### src/rtl/jericalla_sequencer.sv
// Program sequencer for the jericalla datapath: fetches instructions from a synchronous ROM,
// forwards datapath ops for one cycle, and resolves BZ/HALT locally.
module jericalla_sequencer #(
    parameter int PC_WIDTH = 5
) (
    input  logic                clk_i,
    input  logic                rst_i,
    input  logic                start_i,
    output logic [PC_WIDTH-1:0] imem_addr_o,
    input  logic [16:0]         imem_data_i,
    output logic [16:0]         instruction_o,
    output logic                instr_valid_o,
    input  logic [31:0]         result_i,
    input  logic                z_flag_i,
    output logic [31:0]         last_result_o,
    output logic                z_q_o,
    output logic [PC_WIDTH-1:0] pc_o,
    output logic                busy_o,
    output logic                done_o,
    output logic                err_o
);

    typedef enum logic [1:0] {
        S_IDLE,
        S_FETCH,
        S_EXEC,
        S_DONE
    } state_t;

    localparam logic [2:0]          OP_HALT = 3'b111;
    localparam logic [2:0]          OP_BZ   = 3'b110;
    localparam logic [PC_WIDTH-1:0] PC_LAST = '1;

    state_t              state_q, state_d;
    logic [PC_WIDTH-1:0] pc_q, pc_d;
    logic [31:0]         last_result_q, last_result_d;
    logic                z_q_q, z_q_d;
    logic                err_q, err_d;

    logic [2:0]          opcode;
    logic [PC_WIDTH-1:0] pc_inc;
    logic                at_last;

    assign opcode  = imem_data_i[16:14];
    assign pc_inc  = pc_q + PC_WIDTH'(1);
    assign at_last = (pc_q == PC_LAST);

    always_ff @(posedge clk_i) begin
        if (rst_i) begin
            state_q       <= S_IDLE;
            pc_q          <= '0;
            last_result_q <= '0;
            z_q_q         <= 1'b0;
            err_q         <= 1'b0;
        end else begin
            state_q       <= state_d;
            pc_q          <= pc_d;
            last_result_q <= last_result_d;
            z_q_q         <= z_q_d;
            err_q         <= err_d;
        end
    end

    always_comb begin
        state_d       = state_q;
        pc_d          = pc_q;
        last_result_d = last_result_q;
        z_q_d         = z_q_q;
        err_d         = err_q;
        imem_addr_o   = '0;
        instruction_o = '0;
        instr_valid_o = 1'b0;
        busy_o        = 1'b0;
        done_o        = 1'b0;

        case (state_q)
            S_IDLE: begin
                if (start_i) begin
                    state_d       = S_FETCH;
                    pc_d          = '0;
                    err_d         = 1'b0;
                    last_result_d = '0;
                    z_q_d         = 1'b0;
                end
            end
            S_FETCH: begin
                busy_o      = 1'b1;
                imem_addr_o = pc_q;
                state_d     = S_EXEC;
            end
            S_EXEC: begin
                busy_o = 1'b1;
                if (opcode == OP_HALT) begin
                    state_d = S_DONE;
                end else if (opcode == OP_BZ && z_q_q) begin
                    // A taken branch never runs off the end, even from the last address.
                    pc_d    = imem_data_i[PC_WIDTH-1:0];
                    state_d = S_FETCH;
                end else begin
                    if (opcode != OP_BZ) begin
                        instruction_o = imem_data_i;
                        instr_valid_o = 1'b1;
                        last_result_d = result_i;
                        z_q_d         = z_flag_i;
                    end
                    pc_d    = pc_inc;
                    state_d = at_last ? S_DONE : S_FETCH;
                    err_d   = err_q | at_last;
                end
            end
            S_DONE: begin
                done_o  = 1'b1;
                state_d = S_IDLE;
            end
            default: state_d = S_IDLE;
        endcase
    end

    assign last_result_o = last_result_q;
    assign z_q_o         = z_q_q;
    assign pc_o          = pc_q;
    assign err_o         = err_q;

endmodule

### config.mk
export PLATFORM = sky130hd
export DESIGN_NAME = jericalla_sequencer
export DESIGN_NICKNAME = d
export VERILOG_FILES = /design/src/rtl/jericalla_sequencer.sv
export SDC_FILE = /design/constraint.sdc
export NUM_CORES = 1
export LEC_CHECK = 0
export CAP_MARGIN = 25
export CORE_ASPECT_RATIO = 1.75
export CORE_MARGIN = 2
export CORE_UTILIZATION = 38
export CTS_BUF_LIST = sky130_fd_sc_hd__clkbuf_2 sky130_fd_sc_hd__clkbuf_4 sky130_fd_sc_hd__clkbuf_8
export DETAILED_ROUTE_END_ITERATION = 7
export PLACE_DENSITY = 0.8
export SLEW_MARGIN = 20
export SYNTH_ARGS = -nofsm -noshare
export SYNTH_HDL_FRONTEND = slang
export SYNTH_SLANG_ARGS = --single-unit
### constraint.sdc
create_clock -name clk_i -period 1.9 [get_ports clk_i]
set_input_delay 0.475 -clock clk_i [delete_from_list [all_inputs] [get_ports clk_i]]
set_output_delay 0.475 -clock clk_i [all_outputs]
set_load 0.02 [all_outputs]
==> results.md <==
* FF-to-FF setup slack at 0.24 ns
* Crit path buf inv count at 1
* Synth Area per Inst at 8.444 sq um
* WP data arrival at 1.37 ns
* Iteration-0 DRC Markers at 81
* Dpl ws at -0.5193 ns
* CP startpoint kind: register
* Diodes inserted at 0
* Worst-path clk slew at 0.08 ns
* Post-layout util at 0.6689
* Worst-Skew Late Latency at 0.29 ns
* Slew of the pin with the lowest slew margin at 0.3014 ns
* I/O pins at 117
* # clock sinks at 41
* Fin. Hold Viols at 0
* Via/cell ratio at 5.180
* Finished Cell Area at 3301 sq um
* TNS Setup at 0 ns
* Initial core utilization at 0.3884
* Syn Inst Count at 227
* Worst setup EP type: output pin
* Finished Layout Cells at 411
* DR WL/cell at 15.22 um
* Initial antenna violation count at 0
* Data required, critical path at 1.42 ns
* Most common cell after layout, fill and taps aside: clkdlybuf4s50_1
* Total Routing Usage GR at 0.2287
* Slowest cell delay on critical path at 0.65 ns
* Delay-heaviest family, CP: buffers and inverters
* Layout area overhead at 72.19%
* Internal Power at 1.450 mW
* Root buffer cell: clkbuf_8
* First-pass GRT wire length at 10180 um
* Syn nets at 287
* Max Slew Vio Count at 0
* Critical path class: register to output pin
* Worst-path cell chain: clkdlybuf4s50_1
* Cell variety after synth at 32
* Critical path depth at 1
* Outcome: finished, final reports clean
* PortBufs at 116
* Worst hold endpoint: last_result_o[18]
* Hold_buf cts at 0
* #FFs+latches synth at 41
* Relative slew slack at 0.7991
* Post-DP HPWL at 4586 um
* Worst reg2reg startpoint: pc_o[0]
* # setup viols final at 0
* Layout Skew at 0.004986 ns
* Routed wire length at 6257 um
* P_leak at 1.398 nW
* Total vias in the final route at 2129
* Max Clk Rate at 541.2 MHz
* WHS at 0.4509 ns
* Placed Cells at 401
* PnR worst setup slack at 0.05209 ns
* Critical Path Fanout Max at 7
* Die width at 57.69 um
* Total power at 2.051 mW
* Tcrit/Tclk final at 0.9726
* Reg2reg path depth at 6
* Largest net degree at the start of global routing at 31
* Nets at 416
* H-tree Lvls at 2
* Layout fillers at 429
* Yosys synthesis warning count at 0
* Switching share of power at 0.2932
* Cell Pwr Density at 621.4 nW/um^2
* DP Area at 3261 sq um
* Reg power frac at 0.436
* Num CTS Buffers at 5
* GP Congestion at 0.7553
* Slowest-stage cell, CP: clkdlybuf4s50_1
* Reg2Reg Capture Point: pc_o[4]
* Register area share after synthesis at 0.4282
* Die ar. at 5651 sq um
* Hold Crit Depth at 2
* CTS tree: yes
* P_sw at 0.6014 mW
* Deepest clock path buffer count at 2
* Hold WC Path Type: register to register
* Min Tclk post-route at 1.848 ns
* Maximum VDD drop at 0.0005048 V
* Die Ht at 97.96 um
* Synthesized cell area at 1917 sq um
* HP Start: last_result_o[18]
* Row count at 34
* Gr ovfl total at 0
* Drt drc at 0
* Number of routed nets with antenna violations at 0
* Max cap viols at 0
* Clock network power share at 0.289
* DR pass1 iterations at 4
* Most frequent cells in the layout: 88 x clkdlybuf4s50_1, 40 x buf_4, 39 x dfxtp_1
* Share of cells above drive strength 1 at 0.2157
* Comb power frac at 0.275
* Number of global-route vias before repair at 2166
* Placeable Area at 4935 sq um
cell usage after synthesis:
cell type,number,area (sq um)
dfxtp_1,41,820.8
nor2_1,25,93.84
nand2_1,22,82.58
a21oi_1,19,95.09
a22oi_1,19,142.6
and3_1,18,112.6
nand4_1,16,100.1
clkbuf_1,11,41.29
buf_2,8,40.04
ha_1,7,87.58
and2_1,6,37.54
inv_1,4,15.01
nand3_1,4,20.02
o21ai_0,3,15.01
a31oi_1,2,12.51
and3b_2,2,20.02
buf_6,2,22.52
mux2_2,2,22.52
nand2b_1,2,12.51
nor3_1,2,10.01
a211oi_1,1,7.510
and3_2,1,7.510
buf_1,1,3.750
mux2i_1,1,10.01
nand2_2,1,6.260
nand4b_1,1,8.760
nand4b_2,1,15.01
o211ai_1,1,7.510
o211ai_2,1,12.51
o21ba_2,1,10.01
o221ai_2,1,15.01
o32ai_1,1,8.760
per-layer routing:
layer,routed length (um),vias up,global-route usage
li1,-,1061,-
met1,2328,1000,0.2371
met2,3556,58,0.4301
met3,233,10,0.04106
met4,139,0,0.09481
met5,0,-,0
worst register-to-register path, cell delays in order (launching register included):
cell,delay [ns]
dfxtp_1,0.37
ha_1,0.24
and3_1,0.20
ha_1,0.27
mux2_2,0.26
a22oi_1,0.17
nor2_1,0.06
worst max path at each step:
stage,from,endpoint,slack [ns]
floorplan,state_q[0],instruction_o[0],0.02
global placement,imem_data_i[16],instruction_o[14],-0.48
detailed placement,imem_data_i[15],instruction_o[7],-0.52
CTS,state_q[0],imem_addr_o[4],0.01
global route,pc_o[2],pc_o[2],-0.004
finish,pc_o[2],pc_o[2],0.05
power by group through the flow:
stage                     clock network [mW]  logic, mW  registers (mW)
final                                  0.593      0.565           0.893
after global routing                   0.649      0.611           0.897
after CTS                              0.617      0.563           0.892
after detailed placement                   0      0.571           0.912
after global placement                     0      0.566           0.911
after floorplan                            0      0.249           0.932
final cells by class:
class | instances | area (sq um) | share of cell area
repair buffers | 144 | 1310 | 0.3969
multi-input cells | 160 | 988.4 | 0.2995
flip-flops and latches | 41 | 823.3 | 0.2494
clock buffers | 6 | 82.58 | 0.02502
well taps | 54 | 67.56 | 0.02047
inverters | 4 | 15.01 | 0.004549
clock inverters | 2 | 13.76 | 0.004170
cells by family after synthesis:
| group | Yosys count | share of synthesized area |
|---|---|---|
| compound gates | 49 | 0.1704 |
| flops | 41 | 0.4282 |
| simple gates | 101 | 0.2748 |
| mux | 3 | 0.01697 |
| fa+ha+maj | 7 | 0.04569 |
| buf+inv | 26 | 0.06396 |
registers in the layout (all words and copies together) (netlist names):
name,cells
pc_o,5
state_q,2
z_q_o,1
err_o,1
last_result_o,32
what timing repair did:
item                       CTS  global route
setup buffers                2             0
setup endpoints to repair   25            23
gates resized for setup     92            26
pin swaps                    1             0
gates cloned                 0             0
Power figures use the tool's default switching activity.
